$ cat config.mk
export PLATFORM = sky130hd
export DESIGN_NAME = ram_param
export DESIGN_NICKNAME = d
export VERILOG_FILES = /design/src/rtl/ram_param.sv
export SDC_FILE = /design/constraint.sdc
export NUM_CORES = 1
export LEC_CHECK = 0
export BUFFER_PORTS_ARGS = -buffer_cell sky130_fd_sc_hd__buf_2
export CORE_ASPECT_RATIO = 2
export CORE_UTILIZATION = 60
export DETAILED_ROUTE_END_ITERATION = 16
export HOLD_SLACK_MARGIN = 0.02
export PLACE_DENSITY = 0.79
export SYNTH_ARGS = -nofsm -noshare
export SYNTH_HDL_FRONTEND = slang
export SYNTH_SLANG_ARGS = --single-unit
$ cat constraint.sdc
create_clock -name clk -period 4.75 [get_ports clk]
set_clock_uncertainty 0.1 [all_clocks]
set_input_delay 0.2375 -clock clk [delete_from_list [all_inputs] [get_ports clk]]
set_output_delay 0.2375 -clock clk [all_outputs]
set_load 0.02 [all_outputs]
$ cat src/rtl/ram_param.sv
// Parametrised word-register RAM with selectable combinational/registered read and a
// one-word-per-cycle hardware clear engine. Contents reset asynchronously, so no vendor RAM.
module ram_param #(
  parameter int unsigned DATA_W   = 16,
  parameter int unsigned ADDR_W   = 3,
  parameter int unsigned REG_READ = 0
) (
  input  logic              clk,
  input  logic              rst,
  input  logic              load,
  input  logic [ADDR_W-1:0] address,
  input  logic [DATA_W-1:0] data_in,
  input  logic              clr,
  output logic              busy,
  output logic [DATA_W-1:0] data_out
);

  localparam int unsigned Depth = 2 ** ADDR_W;
  localparam logic [ADDR_W-1:0] LastAddr = ADDR_W'(Depth - 1);

  typedef enum logic [0:0] {StIdle, StClear} state_e;

  state_e            state_q;
  logic [ADDR_W-1:0] ptr_q;
  logic              busy_q;
  logic [DATA_W-1:0] mem_q [Depth];

  logic              wr_en;
  logic [ADDR_W-1:0] wr_addr;
  logic [DATA_W-1:0] wr_data;

  // One write port shared by user writes and the clear sweep; clr beats load in IDLE.
  always_comb begin
    wr_en   = 1'b0;
    wr_addr = address;
    wr_data = data_in;
    if (state_q == StClear) begin
      wr_en   = 1'b1;
      wr_addr = ptr_q;
      wr_data = '0;
    end else if (load && !clr) begin
      wr_en = 1'b1;
    end
  end

  always_ff @(posedge clk or posedge rst) begin
    if (rst) begin
      state_q <= StIdle;
      ptr_q   <= '0;
      busy_q  <= 1'b0;
    end else begin
      unique case (state_q)
        StIdle: begin
          if (clr) begin
            state_q <= StClear;
            ptr_q   <= '0;
            busy_q  <= 1'b1;
          end
        end
        StClear: begin
          ptr_q <= ptr_q + ADDR_W'(1);
          if (ptr_q == LastAddr) begin
            state_q <= StIdle;
            busy_q  <= 1'b0;
          end
        end
        default: begin
          state_q <= StIdle;
          busy_q  <= 1'b0;
        end
      endcase
    end
  end

  always_ff @(posedge clk or posedge rst) begin
    if (rst) begin
      for (int i = 0; i < Depth; i++) begin
        mem_q[i] <= '0;
      end
    end else if (wr_en) begin
      mem_q[wr_addr] <= wr_data;
    end
  end

  assign busy = busy_q;

  if (REG_READ != 0) begin : g_reg_read
    logic [DATA_W-1:0] rd_q;

    // Write-first: a write to the addressed word (including a clear zeroing) is forwarded.
    always_ff @(posedge clk or posedge rst) begin
      if (rst) begin
        rd_q <= '0;
      end else if (wr_en && (wr_addr == address)) begin
        rd_q <= wr_data;
      end else begin
        rd_q <= mem_q[address];
      end
    end

    assign data_out = rd_q;
  end else begin : g_comb_read
    assign data_out = mem_q[address];
  end

endmodule

==> results.json, run 1 <==
{
  "path_class": "register to register",
  "crit_path_max_fanout": 35,
  "syn_nets": 586,
  "yosys_warnings": 0,
  "synth_edf_count": 0,
  "hp-class": "input port to register",
  "drive_gt1_share_pct": 23.3,
  "start_util_pct": 61.1,
  "cts_tree": "built",
  "power.density_nw_per_um2": 535,
  "layout.nets": 589,
  "rr_startpoint": "state_q$_DFF_PP0_",
  "r2r_end": "mem_q[11]$_DFFE_PP0P_",
  "worstPathArrival_ns": 3.11,
  "grt_antenna_before_repair": 0,
  "netSwitchingFraction_pct": 30.9,
  "worstMarginPinSlew_ns": 1.05,
  "p_sw_mw": 1.19,
  "fmax_ghz": 0.335,
  "gp_congestion": 0.848,
  "routed_via_density": 6.83,
  "post_synth_num_cell_types": 38,
  "ys_ff_latch": 133,
  "async_flop_share_pct": 100,
  "diodes": 0,
  "sequentialPowerShare_pct": 41.3,
  "num_rows": 53,
  "numCtsBuffers": 17,
  "io_buffers": 39,
  "cts_resized": 0,
  "drv_cap": 0,
  "clk_pin_slew_ns": 0.06,
  "outcome": "completed",
  "die_w_microns": 75.1,
  "p_total_mw": 3.85,
  "vias": 4867,
  "required_ns": 4.88,
  "fillers": 789,
  "grt_max_degree": 61,
  "htreeDepth": 4,
  "cts.path.max_buffers": 2,
  "p_leak_nw": 3.20,
  "core_area_sq_um": 10500,
  "min_to": "mem_q[79]$_DFFE_PP0P_",
  "maxSlewHeadroom_pct": 30.2,
  "p_int_mw": 2.66,
  "r2r_setup_slack_ns": 1.76,
  "root_buffer": "clkbuf_16",
  "whs_ns": 0.0438,
  "synthFlopType": "dfrtp_1",
  "pwr-share-clk_pct": 36.7,
  "dp_hpwl_mm": 10.7,
  "rsz0062_at_grt": "no",
  "syn_inst": 560,
  "firstDrtPassIters": 5,
  "crit_path_end_kind": "register",
  "clk_latency_ns": 0.42,
  "grt_usage_pct": 34.4,
  "yosysSeqAreaShare_pct": 52.0,
  "netlist_area_sq_um": 6410,
  "min_from": "data_in[15]",
  "area_growth_pct": 12.2,
  "register_area_sq_um": 3330,
  "r2r_cells": 3,
  "max-vdd-ir-drop_mv": 0.499,
  "layout_commonest_cell": "dfrtp_1",
  "wl_per_cell_microns": 24.2,
  "maxSlewViolCount": 0,
  "ant_nets": 0,
  "final_cell_mix": "dfrtp_1, nand2_1, nand3_1",
  "grt_pass1_wl_mm": 27.4,
  "initialDrtViolationCount": 558,
  "grt_overflow": 0,
  "die_area_sq_um": 11100,
  "drcViolationCount": 0,
  "fin_crit_sh_pct": 62.9,
  "min_path_cells": 3,
  "cts.sinks": 133,
  "p_comb_share_pct": 22.0,
  "die_height_microns": 148,
  "routed_wl_mm": 17.2,
  "period_needed_ns": 2.99,
  "start_kind": "register",
  "synth.avg_cell_area_sq_um": 11.4,
  "multiInputGateArea_sq_um": 2740,
  "setup_viol": 0,
  "crit_start": "state_q$_DFF_PP0_",
  "tns_ns": 0,
  "grt_pass1_vias": 4944,
  "pin_count": 40,
  "final-hold-violation-count": 0
}
critical path, stage by stage, from the launching register on:
cell and delay (ns):
dfrtp_1 0.67, and4bb_2 0.91, and2_0 0.79, o21ai_0 0.30
metal layers:
metal,up-vias,share of wire [%],track usage (%)
met4,0,7.6,23.3
met2,276,50,51.9
met1,2456,36,44.3
met3,72,6.6,6.71
li1,2063,-,-
met5,-,0,0
Yosys cell counts, types with 4 or more instances:
library cell	n	area share (%)
a22o_1	60	8.2
and2_0	4	0.39
and2_1	5	0.49
buf_1	9	0.53
buf_2	31	2.4
buf_4	4	0.47
clkbuf_1	20	1.2
dfrtp_1	133	52
mux2_2	16	2.8
mux4_2	32	11
nand2_1	67	3.9
nand3_1	65	5.1
nor2_1	6	0.35
nor3b_1	4	0.47
o21ai_0	64	5.0
o22ai_1	4	0.39
power groups by stage:
stage,sequential (mW),combinational (mW),clock (mW)
floorplan,1.50,0.662,0
CTS,1.58,0.838,1.42
detailed placement,1.60,0.832,0
global placement,1.58,0.804,0
finish,1.59,0.846,1.41
global route,1.61,0.906,1.48
registers in the layout, indices dropped and copies added (netlist names):
name / flops
mem_q: 128
ptr_q: 3
busy: 1
state_q: 1
worst max-delay path by stage:
| stage | to | depth (start not counted) |
|---|---|---|
| finish | mem_q[11]$_DFFE_PP0P_ | 3 |
| global route | mem_q[11]$_DFFE_PP0P_ | 3 |
| CTS | mem_q[66]$_DFFE_PP0P_ | 3 |
| detailed placement | mem_q[0]$_DFFE_PP0P_ | 4 |
| global placement | mem_q[4]$_DFFE_PP0P_ | 4 |
| floorplan | busy$_DFFE_PP0P_ | 1 |
logic make-up after synthesis:
kind of cell / after synthesis / synth area share [%]
multiplexers: 48 / 14.1
AO/OA/AOI/OAI: 138 / 14.9
buffers and inverters: 70 / 5.29
adder cells (fa/ha/maj): 3 / 0.586
AND/OR/NAND/NOR: 168 / 13.2
flip-flops: 133 / 52.0
per-stage QoR:
step | utilization, % | setup slack, ns | cell area, sq um | instances
2_1_floorplan | - | 0.858 | 6410 | 560
3_3_place_gp | 62.2 | 1.68 | 6520 | 678
3_5_place_dp | 62.2 | 1.60 | 6520 | 678
4_1_cts | 68.5 | 1.81 | 7180 | 712
5_1_grt | 68.6 | 1.62 | 7190 | 713
6_report | 68.6 | 1.76 | 7190 | 713
final cells by class:
class	instances	share of cell area [%]
Sequential cell	133	46.3
Multi-Input combinational cell	357	38.1
Clock buffer	21	6.55
Timing Repair Buffer	51	4.04
Clock inverter	11	2.42
Tap cell	137	2.39
Inverter	3	0.192
repair_timing:
action | in CTS | in global routing
buffers inserted | 0 | 0
hold buffers | 2 | 0
hold endpoints to repair | 60 | 0
Power figures use the tool's default switching activity.
==> run 2: changes to the inputs <==
Settings changed: ABC_AREA set to 1.
Clock period 4.75 ns to 2.81 ns, I/O delays scaled along.
==> results.json, run 2 <==
{
  "sequentialPowerShare_pct": 33.5,
  "worstMarginPinSlew_ns": 0.803,
  "grt_usage_pct": 35.3,
  "layout.nets": 984,
  "root_buffer": "clkbuf_16",
  "dp.cells": 1077,
  "routed_wl_mm": 19.5,
  "start_util_pct": 61.9,
  "ys_ff_latch": 133,
  "diodes": 0,
  "slowest_stage": "dfrtp_1",
  "ant_nets": 0,
  "cts.path.max_buffers": 2,
  "yosysMostFrequentCell": "nand2_1",
  "synthFlopType": "dfrtp_1",
  "yosysSeqAreaShare_pct": 48.8,
  "tns_ns": 0,
  "cts.sinks": 133,
  "register_area_sq_um": 3330,
  "grt_pass1_vias": 6508,
  "multiInputGateArea_sq_um": 3050,
  "numCtsBuffers": 17,
  "num_rows": 54,
  "cts_tree": "built",
  "p_comb_share_pct": 37.8,
  "p_int_mw": 5.19,
  "post_dp_cell_area_sq_um": 7030,
  "worstPathArrival_ns": 2.65,
  "netlist_area_sq_um": 6820,
  "syn_nets": 964,
  "outcome": "completed",
  "synthTopCellsByArea": "dfrtp_1, nand2_1, nand3_1",
  "final_cell_mix": "nand2_1, dfrtp_1, nand3_1",
  "yosys_warnings": 0,
  "regMostFlops": "mem_q",
  "pin_count": 40,
  "max_stage_delay_ns": 0.74,
  "drcViolationCount": 0,
  "crit_path_max_fanout": 20,
  "r2r_setup_slack_ns": 0.36,
  "netlist.area_leader.share_pct": 48.8,
  "grt_max_degree": 71,
  "final_cells": 1111,
  "rsz0062_at_grt": "no",
  "drv_cap": 0,
  "largest_reg_flops": 128,
  "wl_met2_mm": 9.78,
  "netlist.top_cell.by_area": "dfrtp_1",
  "cts_resized": 0,
  "maxSlewViolCount": 0,
  "path_class": "register to register",
  "hp-class": "input port to register",
  "p_leak_nw": 4.31,
  "cts_hold_buf": 2,
  "cts_setup_buffers": 0,
  "layout_commonest_cell": "nand2_1",
  "max-vdd-ir-drop_mv": 0.759,
  "crit_top_cell": "nand2_1",
  "p_sw_mw": 3.72,
  "grt_pass1_wl_mm": 31.7,
  "clk_latency_ns": 0.42,
  "die_w_microns": 77.4,
  "crit_path_cell_trace": "inv_4, nand2_1, nand2_1, nor2_4, nand2_2, nand2_1, nand2_1",
  "synth.avg_cell_area_sq_um": 7.27,
  "required_ns": 3.01,
  "m1WireLength_mm": 7.24,
  "area_growth_pct": 13.4,
  "period_needed_ns": 2.45,
  "dp_hpwl_mm": 11.8,
  "die_area_sq_um": 11800,
  "drive_gt1_share_pct": 11.8,
  "firstDrtPassIters": 5,
  "fmax_ghz": 0.408,
  "wl_per_cell_microns": 17.5,
  "routed_via_density": 5.80,
  "wl_met3_mm": 1.41,
  "htreeDepth": 4,
  "post_synth_num_cell_types": 18,
  "maxSlewHeadroom_pct": 46.3,
  "async_flop_share_pct": 100,
  "final_core_util_pct": 70.2,
  "final-hold-violation-count": 0,
  "reg_top3": "mem_q: 128 flops, ptr_q: 3 flops",
  "synth_edf_count": 0,
  "fillers": 935,
  "initialDrtViolationCount": 553,
  "power.density_nw_per_um2": 1150,
  "synth_common_cells": "nand2_1, dfrtp_1, nand3_1",
  "io_buffers": 39,
  "vias": 6446,
  "pwr-share-clk_pct": 28.7,
  "clk_pin_slew_ns": 0.06,
  "routed.top_layer": "met4",
  "core_area_sq_um": 11000,
  "netSwitchingFraction_pct": 41.7,
  "start_kind": "register",
  "crit_path_end_kind": "register",
  "gp_congestion": 0.869,
  "die_height_microns": 153,
  "grt_overflow": 0,
  "grt_antenna_before_repair": 0,
  "setup_viol": 0,
  "fin_crit_sh_pct": 87.3,
  "final_cell_area_sq_um": 7730,
  "syn_inst": 938
}
run 2: changes by cell type after synthesis, sizes merged, moves of 22 or more:
cell and change:
nand2 +396, inv +22, mux4 -32, a22o -60, nor2 +48, nand3 +63
run 2: stage by stage:
step | hold slack (ns) | total power [mW] | worst slack [ns]
2_1_floorplan | 0.176 | 5.44 | 0.918
3_3_place_gp | 0.129 | 6.17 | 0.498
3_5_place_dp | 0.122 | 6.26 | 0.439
4_1_cts | 0.0678 | 8.84 | 0.401
5_1_grt | 0.103 | 9.39 | 0.206
6_report | 0.0735 | 8.91 | 0.358
run 2: final cells by class:
type / instances / area share [%]
clock buffer: 19 / 5.86
timing repair buffer: 62 / 5.15
tap: 140 / 2.27
inverter: 25 / 1.30
sequential: 133 / 43.1
clock inverter: 13 / 2.93
multi-input combinational: 719 / 39.4
run 2: logic make-up (layout without fill, tap and decap cells):
| kind of cell | after synthesis | after routing | share of synthesized area, % |
|---|---|---|---|
| buffers and inverters | 86 | 119 | 6.48 |
| flip-flops | 133 | 133 | 48.8 |
| AND/OR/NAND/NOR | 646 | 646 | 39.0 |
| adder cells (fa/ha/maj) | 3 | 3 | 0.551 |
| AO/OA/AOI/OAI | 70 | 70 | 5.14 |
run 2: critical path: cells and delay by family (launching register included):
kind          cells  cell delay (ns)
simple gates      6             1.36
flops             1             0.74
buf+inv           1             0.12
run 2: metal layers:
metal / track usage [%] / vias up
met5: 0 / -
met4: 22.5 / 0
met3: 5.99 / 77
met2: 58.4 / 309
met1: 41.8 / 3061
li1: - / 2999
run 2: final timing paths:
kind / to / from / depth (start not counted)
worst min register to register: mem_q[124]$_DFFE_PP0P_ / mem_q[124]$_DFFE_PP0P_ / 2
worst max register to register: mem_q[95]$_DFFE_PP0P_ / state_q$_DFF_PP0_ / 7
min in group asynchronous: mem_q[84]$_DFFE_PP0P_ / rst / 3
max in group asynchronous: mem_q[74]$_DFFE_PP0P_ / rst / 4
worst max-delay path: mem_q[95]$_DFFE_PP0P_ / state_q$_DFF_PP0_ / 7
worst min-delay path: mem_q[26]$_DFFE_PP0P_ / data_in[10] / 5
run 2: power by group through the flow:
stage | Combinational [mW] | Clock, mW | Sequential, mW
4_1_cts | 3.31 | 2.56 | 2.98
3_3_place_gp | 3.19 | 0 | 2.98
6_report | 3.36 | 2.56 | 2.99
2_1_floorplan | 2.56 | 0 | 2.89
3_5_place_dp | 3.26 | 0 | 3.00
5_1_grt | 3.68 | 2.64 | 3.06
==> run 3: changes to the inputs <==
Settings changed: BUFFER_PORTS_ARGS -buffer_cell sky130_fd_sc_hd__buf_2 to not set, DONT_BUFFER_PORTS set to 1, PLACE_DENSITY 0.79 to 0.76.
Clock period 2.81 ns to 2.73 ns, I/O delays scaled along.
==> results.json, run 3 (same netlist as run 2, synthesis figures left out) <==
{
  "start_util_pct": 61.9,
  "vias": 6471,
  "largest_reg_flops": 128,
  "start_kind": "register",
  "drcViolationCount": 0,
  "routed_wl_mm": 19.9,
  "final-hold-violation-count": 0,
  "clk_latency_ns": 0.42,
  "outcome": "completed",
  "netSwitchingFraction_pct": 42.4,
  "tns_ns": 0,
  "die_w_microns": 77.4,
  "p_leak_nw": 4.13,
  "rsz0062_at_grt": "no",
  "final_cell_mix": "nand2_1, dfrtp_1, nand3_1",
  "cts_resized": 0,
  "cts.path.max_buffers": 2,
  "path_class": "register to register",
  "crit_path_max_fanout": 24,
  "firstDrtPassIters": 6,
  "num_rows": 54,
  "core_area_sq_um": 11000,
  "crit_path_end_kind": "register",
  "initialDrtViolationCount": 802,
  "drv_cap": 0,
  "drive_gt1_share_pct": 6.84,
  "setup_viol": 0,
  "required_ns": 2.94,
  "final_core_util_pct": 68.3,
  "maxSlewViolCount": 0,
  "layout_commonest_cell": "nand2_1",
  "p_comb_share_pct": 37.7,
  "layout.nets": 948,
  "die_area_sq_um": 11800,
  "grt_pass1_wl_mm": 32.2,
  "maxSlewHeadroom_pct": 44.0,
  "power.density_nw_per_um2": 1170,
  "ant_nets": 0,
  "period_needed_ns": 2.34,
  "cts.sinks": 133,
  "pwr-share-clk_pct": 27.4,
  "pin_count": 40,
  "grt_overflow": 0,
  "diodes": 0,
  "htreeDepth": 4,
  "max-vdd-ir-drop_mv": 0.644,
  "cts_tree": "built",
  "grt_max_degree": 67,
  "wl_per_cell_microns": 18.5,
  "routed_via_density": 6.02,
  "gp_congestion": 0.939,
  "fin_crit_sh_pct": 85.6,
  "numCtsBuffers": 17,
  "clk_pin_slew_ns": 0.05,
  "fmax_ghz": 0.428,
  "root_buffer": "clkbuf_16",
  "reg_top3": "mem_q: 128 flops, ptr_q: 3 flops",
  "dp_hpwl_mm": 12.2,
  "worstMarginPinSlew_ns": 0.836,
  "die_height_microns": 153,
  "p_sw_mw": 3.73,
  "grt_usage_pct": 36.0,
  "sequentialPowerShare_pct": 34.9,
  "grt_antenna_before_repair": 0,
  "regMostFlops": "mem_q",
  "grt_pass1_vias": 6346,
  "worstPathArrival_ns": 2.55,
  "p_int_mw": 5.07,
  "io_buffers": 0,
  "hp-class": "input port to register",
  "area_growth_pct": 10.4
}
-- run 3: area by class of cell --
cell class | count | area [sq um]
Multi-Input combinational cell | 719 | 3050
Tap cell | 140 | 175
Clock buffer | 22 | 464
Inverter | 25 | 100
Sequential cell | 133 | 3330
Clock inverter | 10 | 153
Fill cell | 955 | 3490
Timing Repair Buffer | 26 | 255
-- run 3: critical path, cell delays in order, from the launching register on --
cell     delay [ns]
dfrtp_1        0.46
buf_4          0.25
nand2_1        0.07
nand2_1        0.08
nor2_4         0.54
nand2_2        0.45
nand2_1        0.18
nand2_1        0.06
-- run 3: metal layers --
layer  vias up  part of all wire (%)  GRT usage (%)
met5         -                     0              0
met3        79                   8.2           7.31
li1       2925                     -              -
met1      3085                    35           41.9
met2       382                    52           61.1
met4         0                   4.5           20.1
-- run 3: per-stage QoR --
stage	instances	hold slack, ns	power [mW]	setup WS, ns	instance area, sq um
floorplan	938	0.172	5.60	0.842	6820
global placement	1029	0.0591	6.19	0.457	6770
detailed placement	1029	0.0814	6.31	0.442	6770
CTS	1075	0.0314	8.74	0.439	7520
global route	1075	0.0532	9.27	0.225	7520
finish	1075	0.0513	8.80	0.392	7520
-- run 3: repair_timing --
item | 4_1_cts | 5_1_grt
hold endpoints to repair | 111 | 0
hold buffers | 14 | 0
setup buffers | 0 | 0
-- run 3: power groups by stage --
stage	Clock [mW]	Sequential [mW]	Combinational (mW)
after detailed placement	0	3.08	3.23
final	2.41	3.07	3.32
after floorplan	0	2.97	2.63
after global routing	2.50	3.13	3.63
after global placement	0	3.05	3.14
after CTS	2.41	3.06	3.27
-- run 3: worst paths after layout --
kind / slack, ns / end / depth (start not counted) / from
worst max-delay path: 0.39 / mem_q[122]$_DFFE_PP0P_ / 7 / state_q$_DFF_PP0_
worst min-delay path: 0.05 / mem_q[95]$_DFFE_PP0P_ / 4 / data_in[15]
worst max register to register: 0.39 / mem_q[122]$_DFFE_PP0P_ / 7 / state_q$_DFF_PP0_
worst min register to register: 0.37 / mem_q[53]$_DFFE_PP0P_ / 2 / mem_q[53]$_DFFE_PP0P_
max in group asynchronous: 1.33 / mem_q[24]$_DFFE_PP0P_ / 3 / rst
min in group asynchronous: 0.23 / mem_q[57]$_DFFE_PP0P_ / 2 / rst
